<file path="src/rtl/pole_controller.sv">
// Lever/pole sequencer: arbitrates player pushes against the pole box and steps
// LEFT -> TO_RIGHT -> RIGHT -> TO_LEFT, advancing only on frame_tick.
module pole_controller #(
   parameter int unsigned POLE_X         = 140,
   parameter int unsigned POLE_Y         = 310,
   parameter int unsigned POLE_SIZE      = 24,
   parameter int unsigned PLAYER_SIZE    = 32,
   parameter int unsigned HOLD_FRAMES    = 8,
   parameter int unsigned TRANSIT_FRAMES = 4
) (
   input  logic       Clk,
   input  logic       Reset,
   input  logic       frame_tick,
   input  logic [9:0] fire_x,
   input  logic [9:0] fire_y,
   input  logic       fire_left,
   input  logic       fire_right,
   input  logic [9:0] water_x,
   input  logic [9:0] water_y,
   input  logic       water_left,
   input  logic       water_right,
   output logic [1:0] sprite_sel,
   output logic       lever_on,
   output logic       toggle_pulse,
   output logic [7:0] push_count
);

   localparam logic [10:0] X_LO  = 11'(POLE_X);
   localparam logic [10:0] X_HI  = 11'(POLE_X + POLE_SIZE);
   localparam logic [10:0] Y_LO  = 11'(POLE_Y);
   localparam logic [10:0] Y_HI  = 11'(POLE_Y + POLE_SIZE);
   localparam logic [10:0] P_SZ  = 11'(PLAYER_SIZE);
   localparam logic [8:0]  HOLD  = 9'(HOLD_FRAMES);
   localparam logic [7:0]  T_END = 8'(TRANSIT_FRAMES - 1);

   typedef enum logic [1:0] {StLeft, StToRight, StRight, StToLeft} state_e;

   state_e     r_state, w_state_d;
   logic [7:0] r_push_count, w_push_count_d;
   logic [7:0] r_transit, w_transit_d;
   logic       r_toggle, w_toggle_d;
   logic [1:0] r_sprite_sel, w_sprite_sel_d;
   logic       r_lever_on, w_lever_on_d;

   logic w_fire_touch, w_water_touch;
   logic w_push_r, w_push_l, w_net_r, w_net_l, w_net_dir, w_count_full;

   // 11-bit compare so px + PLAYER_SIZE cannot wrap.
   function automatic logic touching(input logic [9:0] px, input logic [9:0] py);
      logic [10:0] w_px, w_py;
      w_px = {1'b0, px};
      w_py = {1'b0, py};
      return (w_px < X_HI) && ((w_px + P_SZ) > X_LO) &&
             (w_py < Y_HI) && ((w_py + P_SZ) > Y_LO);
   endfunction

   assign w_fire_touch  = touching(fire_x, fire_y);
   assign w_water_touch = touching(water_x, water_y);

   assign w_push_r = (w_fire_touch & fire_right & ~fire_left) |
                     (w_water_touch & water_right & ~water_left);
   assign w_push_l = (w_fire_touch & fire_left & ~fire_right) |
                     (w_water_touch & water_left & ~water_right);
   assign w_net_r  = w_push_r & ~w_push_l;
   assign w_net_l  = w_push_l & ~w_push_r;

   // Counting direction depends on which rest state we are in.
   assign w_net_dir    = (r_state == StLeft) ? w_net_r : w_net_l;
   assign w_count_full = (r_push_count == 8'hFF);

   always_comb begin
      w_state_d      = r_state;
      w_push_count_d = r_push_count;
      w_transit_d    = r_transit;
      w_toggle_d     = 1'b0;
      if (frame_tick) begin
         unique case (r_state)
            StLeft, StRight: begin
               if (!w_net_dir) begin
                  w_push_count_d = 8'd0;
               end else if (({1'b0, r_push_count} + 9'd1) == HOLD) begin
                  w_state_d      = (r_state == StLeft) ? StToRight : StToLeft;
                  w_push_count_d = 8'd0;
                  w_transit_d    = 8'd0;
               end else if (!w_count_full) begin
                  w_push_count_d = r_push_count + 8'd1;
               end
            end
            StToRight, StToLeft: begin
               if (r_transit == T_END) begin
                  w_state_d   = (r_state == StToRight) ? StRight : StLeft;
                  w_transit_d = 8'd0;
                  w_toggle_d  = 1'b1;
               end else begin
                  w_transit_d = r_transit + 8'd1;
               end
            end
            default: w_state_d = StLeft;
         endcase
      end
   end

   always_comb begin
      w_sprite_sel_d = 2'd0;
      w_lever_on_d   = 1'b0;
      unique case (w_state_d)
         StLeft:    begin w_sprite_sel_d = 2'd0; w_lever_on_d = 1'b0; end
         StToRight: begin w_sprite_sel_d = 2'd1; w_lever_on_d = 1'b0; end
         StRight:   begin w_sprite_sel_d = 2'd2; w_lever_on_d = 1'b1; end
         StToLeft:  begin w_sprite_sel_d = 2'd1; w_lever_on_d = 1'b1; end
         default:   begin w_sprite_sel_d = 2'd0; w_lever_on_d = 1'b0; end
      endcase
   end

   always_ff @(posedge Clk) begin
      if (Reset) begin
         r_state      <= StLeft;
         r_push_count <= 8'd0;
         r_transit    <= 8'd0;
         r_toggle     <= 1'b0;
         r_sprite_sel <= 2'd0;
         r_lever_on   <= 1'b0;
      end else begin
         r_state      <= w_state_d;
         r_push_count <= w_push_count_d;
         r_transit    <= w_transit_d;
         r_toggle     <= w_toggle_d;
         r_sprite_sel <= w_sprite_sel_d;
         r_lever_on   <= w_lever_on_d;
      end
   end

   assign sprite_sel   = r_sprite_sel;
   assign lever_on     = r_lever_on;
   assign toggle_pulse = r_toggle;
   assign push_count   = r_push_count;

endmodule

</file>
<file path="config.mk">
export PLATFORM = sky130hd
export DESIGN_NAME = pole_controller
export DESIGN_NICKNAME = d
export VERILOG_FILES = /design/src/rtl/pole_controller.sv
export SDC_FILE = /design/constraint.sdc
export NUM_CORES = 1
export LEC_CHECK = 0
export CAP_MARGIN = 5
export CORE_MARGIN = 2
export CORE_UTILIZATION = 40
export CTS_BUF_LIST = sky130_fd_sc_hd__clkbuf_4 sky130_fd_sc_hd__clkbuf_8 sky130_fd_sc_hd__clkbuf_16
export DETAILED_ROUTE_END_ITERATION = 7
export GPL_TIMING_DRIVEN = 0
export PLACE_DENSITY = 0.69
export SLEW_MARGIN = 30
export SYNTH_ARGS = -nofsm -noshare
export SYNTH_HDL_FRONTEND = slang
export SYNTH_SLANG_ARGS = --single-unit
</file>
<file path="constraint.sdc">
create_clock -name Clk -period 3 [get_ports Clk]
set_clock_uncertainty 0.05 [all_clocks]
set_input_delay 0.45 -clock Clk [delete_from_list [all_inputs] [get_ports Clk]]
set_output_delay 0.45 -clock Clk [all_outputs]
set_load 0.01 [all_outputs]
</file>
After elaboration in Yosys (flattened, before gate mapping)
Cells that the tools add are included.
- register bits after elaboration: 22
- input port bits: 47
- output and inout port bits: 12
- logic and storage cells: 87
- add/sub/neg operators: 7
- magnitude comparators: 8
- eq/ne operators: 12
- multiplexer cells: 18
- bitwise gates (word level): 20
- reductions and logical operators: 16
- operators by type and width (cell ; count):
    $mux W8 ; 6
    $add A10 B6 Y11 const B ; 4
    $gt A11 B8 Y1 const B ; 2
    $gt A11 B9 Y1 const B ; 2
    $lt A10 B8 Y1 const B ; 2
    $lt A10 B9 Y1 const B ; 2
    $add A8 B1 Y8 const B ; 2
    $pmux W8 S2 ; 1
    $mux W2 ; 6
    $and A1 B1 Y1 ; 10
    $reduce_or A2 Y1 ; 5
    $add A8 B1 Y9 const B ; 1
    $eq A9 B4 Y1 const B ; 1
    $eq A2 B2 Y1 const B ; 4
    $eq A8 B2 Y1 const B ; 1
    $eq A8 B8 Y1 const B ; 1
    $not A1 Y1 ; 8
    $logic_and A1 B1 Y1 ; 6
    $pmux W2 S3 ; 1
    $reduce_and A3 Y1 ; 2
    $eq A2 B1 Y1 const B ; 2
    $logic_not A2 Y1 ; 2
    $ne A2 B2 Y1 const B ; 2
    $pmux W2 S2 ; 1
    5 further kinds ; 7

Longest topological paths before layout
Gate-level depths: netlist (run 1).
- depth in word-level cells: 17
- gate-level depth with buffers: 12
- depth with buffers taken out: 11

Worst setup path before layout (run 1)
Ideal clock, no wire load.
- path type: input to register
- start: input water_x[5]
- end: register r_transit[7]
- setup time: 0.091 ns
- data arrival time: 2.490 ns
- slack: 0.369 ns
- stages on the path: 10
- cells stage by stage: ha_1 > or4b_1 > nor3_1 > o221ai_1 > nand4_1 > a21oi_1 > o21ai_0 > nand2_1 > a31o_2 > a311oi_1
- cells in the longest elaborated chain, start to end: 13
- RTL lines (item ; line ; text):
    from (decl) ; 18 ; input logic [9:0] water_x,
    $add A10 B6 Y11 ; 53 ; return (w_px < X_HI) && ((w_px + P_SZ) > X_LO) &&
    $gt A11 B8 Y1 ; 53 ;
    $logic_and A1 B1 Y1 * (2 in series) ; 53 ;
    $logic_and A1 B1 Y1 * ; 54 ; (w_py < Y_HI) && ((w_py + P_SZ) > Y_LO);
    $and A1 B1 Y1, on equally long branches (2 in series) ; 61, 63 ;
    $or A1 B1 Y1, on equally long branches ; 60, 62 ;
    $not A1 Y1, on equally long branches ; 65, 64 ;
    $and A1 B1 Y1, on equally long branches ; 65, 64 ;
    $mux W1 * ; 68 ; assign w_net_dir = (r_state == StLeft) ? w_net_r : w_net_l;
    $ne A2 B2 Y1 (no line) * ; n/a ;
    $reduce_and A3 Y1 (no line) * ; n/a ;
    to (signal assigned) ; 126 ; r_transit <= w_transit_d;
    to (decl) ; 40 ; logic [7:0] r_transit, w_transit_d;
Every way passes the cells marked *; elsewhere a longest branch is shown, timed or not.
A chain may end at the register's enable or synchronous reset.

Worst setup path after layout (run 1)
- start: input water_x[5]
- end: register r_transit[3]
Same word-level chain as after synthesis.

==> run summary, run 1 <==
The run finished with clean final reports. Sequential elements use 23.8% of the synthesized area. The cell chosen for the clock root is sky130_fd_sc_hd__clkbuf_8. The primary flip-flop cell chosen by synthesis mapping is sky130_fd_sc_hd__dfxtp_1.

The detail-routed via count per cell is 5.73. The library cell used most frequently in the layout, excluding fill and tap cells, is sky130_fd_sc_hd__clkdlybuf4s50_1. Measured along the x axis, the die boundary spans 70.5 um. The maximum number of pins on one net before global-route repair came out at 12.

The average footprint of a synthesized cell is 8.15 um2. The congestion estimate from routability-driven global placement came to 0.829. At the pin with the least slew margin, the transition time is 0.542 ns. The height of the die is 70.5 um. The synthesized design contains 0 enable-type register cells.

The count of nets left with antenna violations after detail routing is 0. The number of failing setup endpoints in the final timing report is 0. The diode insertion count for antenna repair is 0. Summing all placed instances gives a cell area of 2400 um2. The worst-case IR drop observed on VDD is 0.180 mV. The non-filler instance count after layout is 331. TritonCTS built the clock tree. The clock-pin slew on the worst setup and hold paths came out at 0.08 ns. TritonCTS created 3 clock buffers. The share of synthesized flip-flops with an asynchronous set or reset is 0%. The total of hold buffers inserted after clock tree synthesis came out at 0.

The distinct cell type count after synthesis came out at 63. The share of layout cells above drive strength 1 came out at 12.2%. The overall global routing resource usage is 19.3%. The clock sink total is 21. The highest attainable clock frequency came out at 346 MHz. The combined area of all synthesized cells came out at 1770 um2. The max capacitance violation total came out at 0. The worst setup path is launched from an input port.

In the final timing run, aggregate negative setup slack is 0 ns. The clock insertion delay at the later pin of the skew report is 0.26 ns. The kind of end point of the critical path is a flip-flop.

The gate count of the mapped netlist is 217. The first global-routing pass estimated 8.07 mm of wire. During placement, the flow inserted port buffers numbering 57. The routed design could run at a clock period as short as 2.89 ns. In the layout the commonest cells are sky130_fd_sc_hd__clkdlybuf4s50_1 (51), sky130_fd_sc_hd__dfxtp_1 (21), sky130_fd_sc_hd__a21oi_1 (16), sky130_fd_sc_hd__nand2_1 (15), sky130_fd_sc_hd__nor2_1 (11). STA puts the critical path data required time at 3.13 ns. The count of state elements after synthesis is 21. The number of filler instances in the final layout came out at 414. The biggest fanout along the worst timing path is 7. The critical path in this run is classified as input port to flip-flop.

The number of nets in the synthesized netlist came out at 274. After detailed routing, the total wire length is 4.71 mm. The placeable core area came out at 4290 um2. For this design the static power due to leakage is 1.00 nW. The relative area change from synthesis to final layout is 41.9%.

The number of pins exceeding their max-slew limit in the final report is 0. After detailed routing, the number of remaining DRC violations is 0. CTS built an H-tree with a depth of 1. The total iterations of the first detailed-routing run came out at 4.

The final instance area is 2510 um2. The final hold violation count was 0. The final critical-path share of the clock period came out at 96.3%. The worst max-slew margin expressed relative to the limit is 63.8%. Including well taps, the total number of placed cells is 326. For this run the aggregate overflow at the end of global routing stands at 0. The min-delay analysis places its worst path in the category flip-flop to flip-flop. Setup repair after global routing left no endpoint under its margin.

In this run the power density over the cells is 247 nW/um2. The number of top-level pins is 59. The HPWL reported at the end of detailed placement came out at 3.57 mm. The number of buffers on the longest clock path came out at 2. The data arrival time of the critical path came out at 3.02 ns.

The average detailed-routed wire length per instance came out at 14.2 um. The yosys synthesis warning count came out at 0. The routed layout has 1896 vias. The number of global-route vias before repair was 1816. The initial antenna violation count came out at 0. Row generation in the floorplan step produced 24 rows. After the last flow step, the layout net total stands at 337. The initial utilization of the core area, before any placement, comes to 41.2%. The first routing iteration left 61 violations. The die area is 4970 um2.
-- area by class of cell --
| class | instances | area (um2) | share of cell area [%] |
|---|---|---|---|
| Buffer | 5 | 32.5 | 1.30 |
| Clock buffer | 4 | 48.8 | 1.94 |
| Inverter | 9 | 33.8 | 1.35 |
| Multi-Input combinational cell | 182 | 1340 | 53.2 |
| Sequential cell | 21 | 420 | 16.7 |
| Tap cell | 52 | 65.1 | 2.59 |
| Timing Repair Buffer | 58 | 574 | 22.9 |
-- state kept, by name, indices dropped and copies added (netlist names) --
register and cells:
sprite_sel 1, toggle_pulse 1, r_transit 8, push_count 8, r_state 2, lever_on 1
-- layer usage --
metal / vias to the layer above / track usage, % / share of wire (%)
met4: 0 / 2.35 / 0.30
met3: 2 / 4.47 / 5.7
met1: 878 / 24.9 / 48
li1: 975 / - / -
met2: 41 / 33.8 / 46
met5: - / 0 / 0
-- repair_timing --
action,in CTS,in global routing
buffers inserted,0,1
pin swaps,2,3
endpoints found under the setup margin,18,18
endpoints found under the hold margin,0,0
resized for setup,9,8
-- path summary, 6_finish.rpt --
kind	start	to	slack [ns]	cells past startpoint
max	water_x[5]	r_transit[3]$_SDFFE_PP0P_	0.11	11
min	r_transit[1]$_SDFFE_PP0P_	r_transit[1]$_SDFFE_PP0P_	0.45	2
max reg2reg	push_count[1]$_SDFFE_PP0P_	push_count[0]$_SDFFE_PP0P_	0.73	9
min reg2reg	r_transit[1]$_SDFFE_PP0P_	r_transit[1]$_SDFFE_PP0P_	0.45	2
-- power breakdown --
part           total [W]  internal [W]  switching [W]
logic           0.000140     0.0000801      0.0000603
registers       0.000279      0.000278    0.000000127
clock network   0.000201      0.000104      0.0000966
-- cell families after synthesis --
kind of cell | share of synthesized area (%)
and+or+nand+nor | 31.7
muxes | 0.636
buffers and inverters | 3.75
adders and majority gates | 7.07
DFF | 23.8
xor gates and xnor gates | 1.49
AOI/OAI and AO/OA | 31.6
-- cell usage after synthesis (2+ instances only) --
library cell               instances  area share, %
sky130_fd_sc_hd__nor2_1           11            2.3
sky130_fd_sc_hd__or3_1             3            1.1
sky130_fd_sc_hd__a311oi_1          6            3.0
sky130_fd_sc_hd__or4_1             4            1.7
sky130_fd_sc_hd__dfxtp_1          21             24
sky130_fd_sc_hd__nor2b_1           3            1.1
sky130_fd_sc_hd__ha_1             10            7.1
sky130_fd_sc_hd__o31a_1            2           0.99
sky130_fd_sc_hd__a21oi_1          16            4.5
sky130_fd_sc_hd__nor3b_1           3            1.3
sky130_fd_sc_hd__xor2_1            3            1.5
sky130_fd_sc_hd__o211a_1           4            2.3
sky130_fd_sc_hd__inv_1             9            1.9
sky130_fd_sc_hd__nand3_1           8            2.3
sky130_fd_sc_hd__and2_2            2           0.85
sky130_fd_sc_hd__nor4_1            2           0.71
sky130_fd_sc_hd__a31o_2            3            1.5
sky130_fd_sc_hd__o22ai_1           2           0.71
sky130_fd_sc_hd__nand2_1          15            3.2
sky130_fd_sc_hd__and3_1            4            1.4
sky130_fd_sc_hd__o21ai_0           6            1.7
sky130_fd_sc_hd__and2b_1           2           0.85
sky130_fd_sc_hd__and2_1            3            1.1
sky130_fd_sc_hd__nand3b_1          5            2.1
sky130_fd_sc_hd__nor3_1           11            3.1
sky130_fd_sc_hd__a31oi_1           6            2.1
sky130_fd_sc_hd__a211oi_1          2           0.85
sky130_fd_sc_hd__a21o_1            6            2.5
sky130_fd_sc_hd__nand4_1           5            1.8
sky130_fd_sc_hd__and2b_2           3            1.5
sky130_fd_sc_hd__nand2b_1          4            1.4
sky130_fd_sc_hd__a41oi_1           2           0.99
-- metrics by stage --
step           setup WS [ns]  hold WS (ns)  utilization (%)  power [W]
2_1_floorplan          0.369         0.411                -   0.000337
5_1_grt              0.00441         0.476             58.4   0.000654
4_1_cts              0.00490         0.453             57.3   0.000626
6_report               0.110         0.447             58.4   0.000620
3_3_place_gp          -0.495         0.432             56.0   0.000423
3_5_place_dp          -0.547         0.437             56.0   0.000425
-- worst max-delay path: stages --
cell	delay, ns
sky130_fd_sc_hd__dlygate4sd2_1	0.29
sky130_fd_sc_hd__ha_1	0.30
sky130_fd_sc_hd__or4b_1	0.53
sky130_fd_sc_hd__nor3_2	0.13
sky130_fd_sc_hd__o221ai_1	0.18
sky130_fd_sc_hd__nand4_1	0.17
sky130_fd_sc_hd__a21boi_1	0.09
sky130_fd_sc_hd__o211ai_1	0.21
sky130_fd_sc_hd__nand2_1	0.13
sky130_fd_sc_hd__a31o_4	0.29
sky130_fd_sc_hd__a311oi_2	0.24
Power figures use the tool's default switching activity.
==> inputs of run 2 (changes only) <==
Settings changed: CORE_ASPECT_RATIO set to 0.75.
==> run 2 against run 1 <==
Against the previous run: global-route usage is 0.93 points lower; worst setup slack improved by 0.025 ns; sequential share of layout area about the same; combinational power about the same; largest power group unchanged; sequential power hardly changed; routed wire length shrank 3.9%; worst hold slack improved by 0.015 ns; clock-buffer cell count unchanged; largest cell class unchanged; first-iteration DRC count rose by 21%.
==> run summary, run 2 (same netlist as run 1, synthesis figures left out) <==
The critical path starts at fire_y[1]. The total via count in the routed design came out at 1882. In the layout the commonest cells are sky130_fd_sc_hd__clkdlybuf4s50_1 (49), sky130_fd_sc_hd__dfxtp_1 (21), sky130_fd_sc_hd__a21oi_1 (16), sky130_fd_sc_hd__nand2_1 (15), sky130_fd_sc_hd__nor2_1 (11).

The net switching power figure is 0.000149 W. IR analysis of the VDD net gives a maximum drop of 0.189 mV. The first TritonRoute pass finished after 4 iterations.

The floorplan row count came out at 20. The number of pins exceeding their max-slew limit in the final report is 0. The number of clock buffers added by TritonCTS is 3. The relative area change from synthesis to final layout is 41.7%. The number of buffers on the longest clock path came out at 2. The number of top-level pins is 59. The leftover overflow at the end of global routing came out at 0.

Walking the worst path, the cells encountered are clkdlybuf4s50_1, a311o_1, a21oi_1, o2111ai_2, or4_1, a21boi_1, o211ai_1, nand2_1, buf_6, a31oi_4, o21a_1. The total chip power is 0.000611 W. Detailed placement ended at an HPWL of 3.47 mm. The kind of end point of the critical path is a flip-flop. The placeable core area came out at 4150 um2. The number of filler instances in the final layout came out at 421. The die area is 4980 um2.

The critical path contains buffers and inverters numbering 2 combined. In this run the most critical hold path is launched from push_count[1]$_SDFFE_PP0P_. The largest single stage delay on the critical path is 0.53 ns. The final critical-path share of the clock period is 95.5%.

Buffers added to address setup during post-CTS repair amount to 0. The minimum period implied by the final worst setup slack came out at 2.86 ns. The measured slew at the worst slew-check pin is 0.502 ns. At the end of routability-driven placement, the weighted congestion stood at 0.828. The height of the die came out at 61.6 um. Combinational logic is responsible for 23.0% of the overall power. The final hold violation count came out at 0. The worst setup path is of the input port to flip-flop kind. The final routed DRC violation total came out at 0. The overall global routing resource usage is 18.4%. The port buffer count is 57.

Grouping stages by cell kind, the critical path spends the most delay in compound AO/OA/AOI/OAI gates. The reg-to-reg critical path startpoint is push_count[1]$_SDFFE_PP0P_. The non-filler instance count after layout came out at 333. The share of total power consumed by net switching came out at 24.4%. The die is 80.8 um wide.

The standby leakage power is 1.00 nW. The critical path required time is 3.10 ns. The post-placement cell count is 329.

The initial core utilization is 42.6%. Entering global routing, the biggest net connects 12 pins. The wire length of the first global-routing pass came out at 7.31 mm. The diode insertion count for antenna repair came out at 0. The core utilization of the finished layout came out at 60.3%.

The detail-routed via count per cell is 5.65. The total of hold buffers inserted after clock tree synthesis is 0. The worst max-slew margin expressed relative to the limit came out at 66.4%. In this run the worst path has a maximum fanout of 10. Setup violations remaining at the end of the flow were counted as 0. The library cell used most frequently in the layout, excluding fill and tap cells, is sky130_fd_sc_hd__clkdlybuf4s50_1. The clock sink total came out at 21. In this run the number of H-tree levels came out at 1.

The number of violations reported at the end of detailed-routing iteration 0 came out at 74. The initial antenna violation count was 0. Setup repair after global routing left no endpoint under its margin. The share of total power in the clock network came out at 31.4%.

The max capacitance violation total came out at 0. Power spread over the standard cell area amounts to 244 nW/um2. TritonCTS built the clock tree. Once placement finished, the instance area stood at 2410 um2. The internal power of the cells came out at 0.000462 W.

The clock insertion delay at the later pin of the skew report is 0.26 ns. For this block, the routed nets add up to 4.52 mm of wire. For the worst setup path, the data arrival time is 2.97 ns.

The count of nets left with antenna violations after detail routing came out at 0. The run finished with clean final reports. After routing the design area is 2510 um2. The clock-pin slew on the worst setup and hold paths is 0.07 ns. Sequential cells account for 45.6% of the total power. The highest attainable clock frequency is 349 MHz. CTS placed an instance of sky130_fd_sc_hd__clkbuf_8 at the clock tree root. The net count of the finished layout came out at 336.

The slowest cell on the critical path is sky130_fd_sc_hd__or4_1. The path class of the tightest hold or removal check is flip-flop to flip-flop. The share of layout cells above drive strength 1 came out at 12.9%. The number of global-route vias before repair is 1658.

The average detailed-routed wire length per instance is 13.6 um. STA classifies the critical path startpoint as an input port.
## run 2: per-layer routing
metal	global-route usage, %	part of all wire [%]
met5	0	0
met4	4.12	0.49
met3	3.67	4.2
met2	30.7	44
met1	25.0	51
## run 2: path summary, 6_finish.rpt
kind | end | slack [ns] | cells after the start
max | sprite_sel[1]$_SDFF_PP0_ | 0.14 | 11
min | push_count[1]$_SDFFE_PP0P_ | 0.46 | 2
max reg2reg | push_count[0]$_SDFFE_PP0P_ | 0.71 | 9
min reg2reg | push_count[1]$_SDFFE_PP0P_ | 0.46 | 2
## run 2: power groups by stage
stage          combinational (W)  sequential (W)  clock [W]
2_1_floorplan          0.0000517        0.000285          0
3_3_place_gp            0.000139        0.000285          0
5_1_grt                 0.000154        0.000279   0.000210
3_5_place_dp            0.000139        0.000285          0
6_report                0.000141        0.000279   0.000192
4_1_cts                 0.000140        0.000279   0.000203
## run 2: through the flow
| step | hold slack (ns) | TNS (ns) | setup slack (ns) |
|---|---|---|---|
| 5_1_grt | 0.472 | 0 | 0.00113 |
| 2_1_floorplan | 0.411 | 0 | 0.369 |
| 6_report | 0.462 | 0 | 0.135 |
| 3_3_place_gp | 0.432 | -6.55 | -0.461 |
| 3_5_place_dp | 0.456 | -6.83 | -0.499 |
| 4_1_cts | 0.459 | 0 | 0.0436 |
## run 2: worst min-delay path, cell delays in order (launching register included)
cell and delay (ns):
sky130_fd_sc_hd__dfxtp_1 0.35, sky130_fd_sc_hd__nand2_1 0.07, sky130_fd_sc_hd__a21oi_1 0.05
## run 2: final cells by class
cell class / instances / area (um2) / share of cell area, %
inverters: 9 / 33.8 / 1.35
repair buffers: 57 / 561 / 22.4
well taps: 55 / 68.8 / 2.75
multi-input cells: 182 / 1340 / 53.5
flip-flops and latches: 21 / 420 / 16.8
plain buffers: 5 / 32.5 / 1.30
clock buffers: 4 / 48.8 / 1.95
## run 2: repair_timing
action | in CTS | in global routing
pin swaps | 4 | 9
resized for setup | 11 | 13
cloned | 0 | 0
setup endpoints to repair | 16 | 16
